<file path="src/rtl/way3_voter_pkg.sv">
// Shared types for the way3 TMR voter/monitor.
//   NUM_REPLICAS   : number of redundant replicas (fixed at 3)
//   LANE_W         : lane width carried in lane_vote_t; the voter's LANE_WIDTH
//                    parameter must match it
//   replica_t      : replica index
//   replica_mask_t : one bit per replica (dissent / healthy / failed masks)
//   lane_vote_t    : result of one lane vote
package way3_voter_pkg;
  localparam int NUM_REPLICAS = 3;
  localparam int LANE_W       = 8;

  typedef logic [1:0]              replica_t;
  typedef logic [NUM_REPLICAS-1:0] replica_mask_t;

  typedef struct packed {
    logic [LANE_W-1:0] value;
    logic              err1;
    logic              err2;
    replica_mask_t     dissent;
  } lane_vote_t;
endpackage

</file>
<file path="src/rtl/way3_lane_vote.sv">
// Combinational majority vote of one lane across three replicas.
// Ports:
//   in0/in1/in2 : lane slice of each replica
//   healthy     : replicas allowed to vote (only when VOTER_MASK_EN is defined)
//   res         : voted value, err1 (any disagreement), err2 (no majority),
//                 dissent (sole dissenting replica, one-hot)
// Macro VOTER_MASK_EN: excludes unhealthy replicas from the vote.
module way3_lane_vote
  import way3_voter_pkg::*;
#(
  parameter int LANE_WIDTH = LANE_W
) (
  input  logic [LANE_WIDTH-1:0] in0,
  input  logic [LANE_WIDTH-1:0] in1,
  input  logic [LANE_WIDTH-1:0] in2,
`ifdef VOTER_MASK_EN
  input  replica_mask_t         healthy,
`endif
  output lane_vote_t            res
);
  logic       eq01, eq02, eq12;
  lane_vote_t full;

  assign eq01 = (in0 == in1);
  assign eq02 = (in0 == in2);
  assign eq12 = (in1 == in2);

  // Priority order matters: when no pair agrees, in0 is passed through.
  always_comb begin
    full      = '0;
    full.err1 = !(eq01 && eq12);
    if (eq01) begin
      full.value      = in0;
      full.dissent[2] = !eq02;
    end else if (eq02) begin
      full.value      = in0;
      full.dissent[1] = 1'b1;
    end else if (eq12) begin
      full.value      = in1;
      full.dissent[0] = 1'b1;
    end else begin
      full.value = in0;
      full.err2  = 1'b1;
    end
  end

`ifdef VOTER_MASK_EN
  // Two-replica compare: a mismatch cannot be resolved, so it is err2 too.
  function automatic lane_vote_t pair_vote(input logic [LANE_WIDTH-1:0] lo,
                                           input logic [LANE_WIDTH-1:0] hi);
    lane_vote_t r;
    r       = '0;
    r.value = lo;
    r.err1  = (lo != hi);
    r.err2  = (lo != hi);
    return r;
  endfunction

  always_comb begin
    res = full;
    case (healthy)
      3'b111: res = full;
      3'b110: res = pair_vote(in1, in2);
      3'b101: res = pair_vote(in0, in2);
      3'b011: res = pair_vote(in0, in1);
      default: begin
        // Fewer than two voters: pass lowest healthy replica, always flag.
        res       = '0;
        res.value = healthy[0] ? in0 : healthy[1] ? in1 : healthy[2] ? in2 : in0;
        res.err1  = 1'b1;
        res.err2  = 1'b1;
      end
    endcase
  end
`else
  assign res = full;
`endif
endmodule

</file>
<file path="src/rtl/way3_voter_mon.sv">
// Registered multi-lane TMR voter with fault monitoring.
// Ports:
//   clk_i, rst_i (sync, active high)
//   valid_i, in0_i/in1_i/in2_i : replica samples
//   clr_i          : clears event counters, persistence state, fail flags
//   out_o, valid_o : voted output, 1-cycle latency
//   error1_o       : some lane disagreed; error2_o : some lane had no majority
//   dissent_o      : replica r was sole dissenter in some lane
//   err1_cnt_o, err2_cnt_o : saturating event counters
//   replica_fail_o : sticky, set after PERSIST_THR consecutive dissents
// Macro VOTER_MASK_EN: failed replicas are excluded from voting.
module way3_voter_mon
  import way3_voter_pkg::*;
#(
  parameter int LANE_WIDTH  = 8,
  parameter int NUM_LANES   = 4,
  parameter int CNT_WIDTH   = 16,
  parameter int PERSIST_THR = 4
) (
  input  logic                            clk_i,
  input  logic                            rst_i,
  input  logic                            valid_i,
  input  logic [LANE_WIDTH*NUM_LANES-1:0] in0_i,
  input  logic [LANE_WIDTH*NUM_LANES-1:0] in1_i,
  input  logic [LANE_WIDTH*NUM_LANES-1:0] in2_i,
  input  logic                            clr_i,
  output logic [LANE_WIDTH*NUM_LANES-1:0] out_o,
  output logic                            valid_o,
  output logic                            error1_o,
  output logic                            error2_o,
  output logic [2:0]                      dissent_o,
  output logic [CNT_WIDTH-1:0]            err1_cnt_o,
  output logic [CNT_WIDTH-1:0]            err2_cnt_o,
  output logic [2:0]                      replica_fail_o
);
  localparam int W  = LANE_WIDTH*NUM_LANES;
  localparam int PW = $clog2(PERSIST_THR+1);
  localparam logic [PW-1:0] THR = PW'(PERSIST_THR);

  lane_vote_t    lv [NUM_LANES];
  logic [W-1:0]  vote;
  logic          e1, e2;
  replica_mask_t dis;
  logic [PW-1:0] pcnt     [NUM_REPLICAS];
  logic [PW-1:0] pcnt_nxt [NUM_REPLICAS];
  replica_mask_t fail_nxt;

  for (genvar i = 0; i < NUM_LANES; i++) begin : g_lane
    way3_lane_vote #(.LANE_WIDTH(LANE_WIDTH)) u_lane (
      .in0     (in0_i[i*LANE_WIDTH +: LANE_WIDTH]),
      .in1     (in1_i[i*LANE_WIDTH +: LANE_WIDTH]),
      .in2     (in2_i[i*LANE_WIDTH +: LANE_WIDTH]),
`ifdef VOTER_MASK_EN
      .healthy (~replica_fail_o),
`endif
      .res     (lv[i])
    );
  end

  always_comb begin
    vote = '0;
    e1   = 1'b0;
    e2   = 1'b0;
    dis  = '0;
    for (int i = 0; i < NUM_LANES; i++) begin
      vote[i*LANE_WIDTH +: LANE_WIDTH] = lv[i].value;
      e1  = e1 | lv[i].err1;
      e2  = e2 | lv[i].err2;
      dis = dis | lv[i].dissent;
    end
  end

  // Consecutive-dissent tracking; a valid sample without dissent from r
  // (including a pure no-majority sample) restarts r's count.
  always_comb begin
    fail_nxt = replica_fail_o;
    for (int r = 0; r < NUM_REPLICAS; r++) begin
      pcnt_nxt[r] = pcnt[r];
      if (valid_i) begin
`ifdef VOTER_MASK_EN
        if (replica_fail_o[r]) begin
          pcnt_nxt[r] = pcnt[r];  // excluded replica: frozen
        end else
`endif
        if (dis[r]) begin
          pcnt_nxt[r] = (pcnt[r] == THR) ? THR : pcnt[r] + 1'b1;
          if (pcnt_nxt[r] == THR) fail_nxt[r] = 1'b1;
        end else begin
          pcnt_nxt[r] = '0;
        end
      end
    end
  end

  always_ff @(posedge clk_i) begin
    if (rst_i) begin
      out_o          <= '0;
      valid_o        <= 1'b0;
      error1_o       <= 1'b0;
      error2_o       <= 1'b0;
      dissent_o      <= '0;
      err1_cnt_o     <= '0;
      err2_cnt_o     <= '0;
      replica_fail_o <= '0;
      for (int r = 0; r < NUM_REPLICAS; r++) pcnt[r] <= '0;
    end else begin
      valid_o   <= valid_i;
      error1_o  <= valid_i & e1;
      error2_o  <= valid_i & e2;
      dissent_o <= valid_i ? dis : 3'b000;
      if (valid_i) out_o <= vote;
      // Clear beats any same-cycle increment or fail set.
      if (clr_i) begin
        err1_cnt_o     <= '0;
        err2_cnt_o     <= '0;
        replica_fail_o <= '0;
        for (int r = 0; r < NUM_REPLICAS; r++) pcnt[r] <= '0;
      end else if (valid_i) begin
        if (e1 && (err1_cnt_o != '1)) err1_cnt_o <= err1_cnt_o + 1'b1;
        if (e2 && (err2_cnt_o != '1)) err2_cnt_o <= err2_cnt_o + 1'b1;
        replica_fail_o <= fail_nxt;
        for (int r = 0; r < NUM_REPLICAS; r++) pcnt[r] <= pcnt_nxt[r];
      end
    end
  end
endmodule

</file>
<file path="config.mk">
export PLATFORM = sky130hd
export DESIGN_NAME = way3_voter_mon
export DESIGN_NICKNAME = d
export VERILOG_FILES = /design/src/rtl/way3_voter_pkg.sv /design/src/rtl/way3_lane_vote.sv /design/src/rtl/way3_voter_mon.sv
export SDC_FILE = /design/constraint.sdc
export NUM_CORES = 1
export LEC_CHECK = 0
export BUFFER_PORTS_ARGS = -buffer_cell sky130_fd_sc_hd__clkbuf_2
export CAP_MARGIN = 25
export CORE_MARGIN = 4
export CORE_UTILIZATION = 35
export CTS_CLUSTER_SIZE = 14
export DETAILED_ROUTE_END_ITERATION = 8
export PLACE_DENSITY = 0.58
export SLEW_MARGIN = 20
export SYNTH_ARGS = -nofsm -noshare
export SYNTH_HDL_FRONTEND = slang
export SYNTH_SLANG_ARGS = --single-unit
export TNS_END_PERCENT = 10
</file>
<file path="constraint.sdc">
create_clock -name clk_i -period 5.12 [get_ports clk_i]
set_input_delay 1.024 -clock clk_i [delete_from_list [all_inputs] [get_ports clk_i]]
set_output_delay 1.024 -clock clk_i [all_outputs]
set_load 0.01 [all_outputs]
</file>
==> impl_metrics.xml <==
<?xml version="1.0" encoding="UTF-8"?>
<metrics>
  <group name="floorplanning">
    <metric name="fp.dieW" unit="microns">128.9</metric>
    <metric name="dieArea" unit="sq um">16610</metric>
    <metric name="chipHeight" unit="microns">128.9</metric>
    <metric name="rows" unit="">43</metric>
    <metric name="core-area" unit="sq um">14100</metric>
    <metric name="io_pins" unit="">173</metric>
    <metric name="starting_utilization_of_the_core_area" unit="%">36.29</metric>
  </group>
  <group name="job">
    <metric name="number_of_max_cap_violations" unit="">0</metric>
  </group>
  <group name="hold_path">
    <metric name="worstHoldPathCells" unit="">2</metric>
    <metric name="holdPathEnd" unit="">replica_fail_o[2]</metric>
    <metric name="min-delay-path-class" unit="">flip-flop to flip-flop</metric>
    <metric name="timing.hold.worst.start" unit="">replica_fail_o[2]</metric>
  </group>
  <group name="detailed_routing">
    <metric name="drt_pass1_iterations" unit="">4</metric>
    <metric name="dr_total_vias" unit="">4792</metric>
    <metric name="highest_layer" unit="">met4</metric>
    <metric name="post_detailed_routing_wire_length" unit="mm">14.31</metric>
    <metric name="met2RoutedLength" unit="mm">6.824</metric>
    <metric name="route.antenna.remaining_nets" unit="">0</metric>
    <metric name="post_route_drc_violation_count" unit="">0</metric>
    <metric name="vias_per_cell" unit="">5.209</metric>
    <metric name="wl_met1" unit="mm">6.457</metric>
    <metric name="drtIter0Drc" unit="">212</metric>
    <metric name="wl_per_cell" unit="microns">15.55</metric>
    <metric name="wl_met3" unit="microns">871</metric>
  </group>
  <group name="cts">
    <metric name="tritoncts_num_sinks" unit="">82</metric>
    <metric name="clk_pin_slew" unit="ns">0.07</metric>
    <metric name="clock_tree.htree_level_count" unit="">3</metric>
    <metric name="clk_root_buffer_cell" unit="">sky130_fd_sc_hd__clkbuf_16</metric>
    <metric name="hold_buffers" unit="">0</metric>
    <metric name="cts-buffers-inserted" unit="">9</metric>
    <metric name="clock_path_buffers" unit="">2</metric>
    <metric name="cts_tree" unit="">yes</metric>
    <metric name="worst_skew_pair.late_latency" unit="ns">0.34</metric>
    <metric name="post_cts.resized_instances" unit="">0</metric>
    <metric name="postCtsSetupRepairBufs" unit="">0</metric>
  </group>
  <group name="power">
    <metric name="irDropWorstVdd" unit="V">0.0001760</metric>
    <metric name="p_leak" unit="nW">2.894</metric>
    <metric name="pwr_density_cell" unit="nW/um^2">248.7</metric>
  </group>
  <group name="layout">
    <metric name="multiInputGateArea" unit="sq um">3187</metric>
    <metric name="n_antenna_cell" unit="">0</metric>
    <metric name="area.growth.synth_to_final" unit="%">24.56</metric>
    <metric name="num-nets-final" unit="">843</metric>
    <metric name="finalInstanceArea" unit="sq um">6371</metric>
    <metric name="fraction_of_layout_cells_with_a_size_suffix_above_1" unit="%">29.19</metric>
    <metric name="nFillCells" unit="">1429</metric>
    <metric name="sequential_cell_area" unit="sq um">1732</metric>
  </group>
  <group name="timing">
    <metric name="max_slew.worst_pin.slew" unit="ns">0.8645</metric>
    <metric name="timing.final.crit_period" unit="ns">3.080</metric>
    <metric name="report.final.hold_viol_count" unit="">0</metric>
    <metric name="post-route-period-util" unit="%">60.16</metric>
    <metric name="max_freq" unit="MHz">324.6</metric>
    <metric name="fin_worst_hold_slack" unit="ns">0.4784</metric>
    <metric name="grt_setup_unrepaired" unit="">no</metric>
    <metric name="final_max_slew_viol_count" unit="">0</metric>
    <metric name="setup_tns" unit="ns">0</metric>
    <metric name="finClkSkew" unit="ns">0.008708</metric>
    <metric name="slew_headroom" unit="%">42.36</metric>
    <metric name="setup_viol" unit="">0</metric>
  </group>
  <group name="global_routing">
    <metric name="grt_max_degree" unit="">63</metric>
    <metric name="grt_first_pass_wirelength" unit="mm">23.40</metric>
    <metric name="grt_remaining_overflow" unit="">0</metric>
    <metric name="grt_pass1_vias" unit="">4876</metric>
    <metric name="grt_antenna_before_repair" unit="">0</metric>
    <metric name="grtUsageTotal" unit="%">17.32</metric>
  </group>
  <group name="synthesis">
    <metric name="synth-main-ff-cell" unit="">sky130_fd_sc_hd__dfxtp_1</metric>
    <metric name="syn_area" unit="sq um">5115</metric>
    <metric name="number_of_synthesized_register_bits" unit="">82</metric>
    <metric name="syn-mean-instance-area" unit="sq um">8.849</metric>
    <metric name="synth.yosys.seq_area_share" unit="%">33.86</metric>
    <metric name="synth-edff-count" unit="">9</metric>
    <metric name="synthDistinctLibCells" unit="">52</metric>
    <metric name="netlist_instances" unit="">578</metric>
    <metric name="yosys_warnings" unit="">0</metric>
    <metric name="async_flop_share" unit="%">0</metric>
    <metric name="postSynthNetCount" unit="">686</metric>
  </group>
  <group name="worst_setup_path">
    <metric name="ff2ff_setup_slack" unit="ns">2.79</metric>
    <metric name="worst-setup-path-type" unit="">input port to flip-flop</metric>
    <metric name="regToRegEndpoint" unit="">err2_cnt_o[3]</metric>
    <metric name="reg2reg_from" unit="">err2_cnt_o[0]</metric>
    <metric name="crit_path_end_kind" unit="">flip-flop</metric>
    <metric name="worst_ep_arrival_time" unit="ns">3.28</metric>
    <metric name="critPathLaunchType" unit="">input port</metric>
    <metric name="logic_depth_of_the_worst_register_to_register_path" unit="">7</metric>
    <metric name="crit_required" unit="ns">5.32</metric>
    <metric name="critical_path_fanouts_max" unit="">16</metric>
  </group>
  <group name="placed_design">
    <metric name="io_buffers" unit="">172</metric>
    <metric name="place_hpwl" unit="mm">11.10</metric>
    <metric name="place_area" unit="sq um">6050</metric>
    <metric name="place_congestion" unit="">0.8835</metric>
  </group>
  <group name="status">
    <metric name="run_status" unit="">finished clean</metric>
  </group>
</metrics>
logic make-up (layout without fill, tap and decap cells):
family	Yosys count	count (layout)	share of synthesized area, %
xor+xnor	104	104	17.81
fa+ha+maj	8	8	1.957
compound gates	97	97	13.53
buf+inv	39	201	3.841
simple gates	215	215	22.55
flops	82	82	33.86
mux	33	33	6.458
cells in the mapped netlist, types with 2 or more instances:
library cell / instances / area [sq um]
sky130_fd_sc_hd__a211oi_1: 34 / 255.2
sky130_fd_sc_hd__a21oi_1: 15 / 75.07
sky130_fd_sc_hd__a21oi_2: 7 / 61.31
sky130_fd_sc_hd__a22oi_1: 2 / 15.01
sky130_fd_sc_hd__and2_1: 13 / 81.33
sky130_fd_sc_hd__and3_1: 11 / 68.82
sky130_fd_sc_hd__buf_2: 5 / 25.02
sky130_fd_sc_hd__clkbuf_1: 19 / 71.32
sky130_fd_sc_hd__clkbuf_8: 2 / 27.53
sky130_fd_sc_hd__dfxtp_1: 73 / 1461
sky130_fd_sc_hd__edfxtp_1: 9 / 270.3
sky130_fd_sc_hd__ha_1: 8 / 100.1
sky130_fd_sc_hd__inv_1: 10 / 37.54
sky130_fd_sc_hd__mux2i_1: 33 / 330.3
sky130_fd_sc_hd__nand2_1: 24 / 90.09
sky130_fd_sc_hd__nand3_1: 22 / 110.1
sky130_fd_sc_hd__nand3b_1: 4 / 30.03
sky130_fd_sc_hd__nand4_1: 19 / 118.9
sky130_fd_sc_hd__nor2_1: 59 / 221.5
sky130_fd_sc_hd__nor3_1: 7 / 35.03
sky130_fd_sc_hd__nor3b_1: 2 / 15.01
sky130_fd_sc_hd__nor4_1: 22 / 137.6
sky130_fd_sc_hd__o211ai_1: 3 / 22.52
sky130_fd_sc_hd__o21ai_0: 13 / 65.06
sky130_fd_sc_hd__o21ai_2: 7 / 61.31
sky130_fd_sc_hd__o31a_1: 2 / 17.52
sky130_fd_sc_hd__o31ai_1: 5 / 37.54
sky130_fd_sc_hd__or3_1: 14 / 87.58
sky130_fd_sc_hd__or3_2: 7 / 52.55
sky130_fd_sc_hd__or4_1: 3 / 22.52
sky130_fd_sc_hd__xnor2_1: 15 / 131.4
sky130_fd_sc_hd__xor2_1: 89 / 779.5
report_power, final:
group | leakage [nW] | internal [mW] | total, mW | switching [mW]
Sequential | 0.703 | 0.672 | 0.687 | 0.0153
Clock | 0.135 | 0.392 | 0.660 | 0.268
Combinational | 2.06 | 0.102 | 0.238 | 0.136
how the worst max path moves through the flow:
| stage | from | slack, ns | cells after the start | endpoint |
|---|---|---|---|---|
| floorplan | in1_i[6] | 2.33 | 8 | err1_cnt_o[13] |
| global placement | in1_i[22] | 1.73 | 8 | err1_cnt_o[13] |
| detailed placement | in1_i[31] | 1.70 | 8 | err2_cnt_o[15] |
| CTS | in1_i[31] | 2.06 | 8 | err2_cnt_o[15] |
| global route | in1_i[6] | 1.85 | 8 | err1_cnt_o[13] |
| finish | in1_i[6] | 2.04 | 8 | err1_cnt_o[13] |
area by class of cell:
| cell class | count | share of cell area (%) |
|---|---|---|
| Sequential cell | 82 | 27.18 |
| Clock buffer | 12 | 3.869 |
| Multi-Input combinational cell | 457 | 50.02 |
| Inverter | 10 | 0.5892 |
| Timing Repair Buffer | 175 | 13.98 |
| Tap cell | 180 | 3.535 |
| Clock inverter | 4 | 0.8248 |
flip-flops by register name (all words and copies together), names as in the netlist:
register	cells
err1_cnt_o	16
err2_cnt_o	16
out_o	32
error1_o	1
valid_o	1
dissent_o	3
pcnt	9
error2_o	1
replica_fail_o	3
critical path, cell delays in order:
cell,delay [ns]
sky130_fd_sc_hd__clkbuf_2,0.11
sky130_fd_sc_hd__xor2_1,0.16
sky130_fd_sc_hd__nor4_1,0.50
sky130_fd_sc_hd__nand4_1,0.25
sky130_fd_sc_hd__nor4_4,0.61
sky130_fd_sc_hd__or3b_4,0.40
sky130_fd_sc_hd__or3_2,0.17
sky130_fd_sc_hd__a21oi_2,0.05
routing by layer:
metal | GRT usage [%] | vias up
met2 | 28.57 | 139
met5 | 0 | -
met3 | 5.189 | 13
met1 | 22.07 | 2242
met4 | 4.694 | 0
li1 | - | 2398
through the flow:
step / cells / worst slack (ns) / power (mW) / utilization (%)
floorplan: 578 / 2.329 / 0.8267 / -
finish: 920 / 2.040 / 1.584 / 45.20
global placement: 902 / 1.730 / 0.9349 / 42.92
global route: 920 / 1.851 / 1.657 / 45.20
CTS: 918 / 2.060 / 1.607 / 45.04
detailed placement: 902 / 1.701 / 0.9392 / 42.92
cells in the final DEF, fill, tap and decap left out, types with 19 or more instances in the layout:
cell	n
sky130_fd_sc_hd__nand2_1	24
sky130_fd_sc_hd__mux2i_1	33
sky130_fd_sc_hd__clkbuf_2	171
sky130_fd_sc_hd__nor2_1	59
sky130_fd_sc_hd__dfxtp_1	73
sky130_fd_sc_hd__a211oi_1	34
sky130_fd_sc_hd__xor2_1	89
sky130_fd_sc_hd__nor4_1	22
sky130_fd_sc_hd__nand4_1	19
sky130_fd_sc_hd__nand3_1	22
No activity file was read; power rests on OpenSTA's default activity.
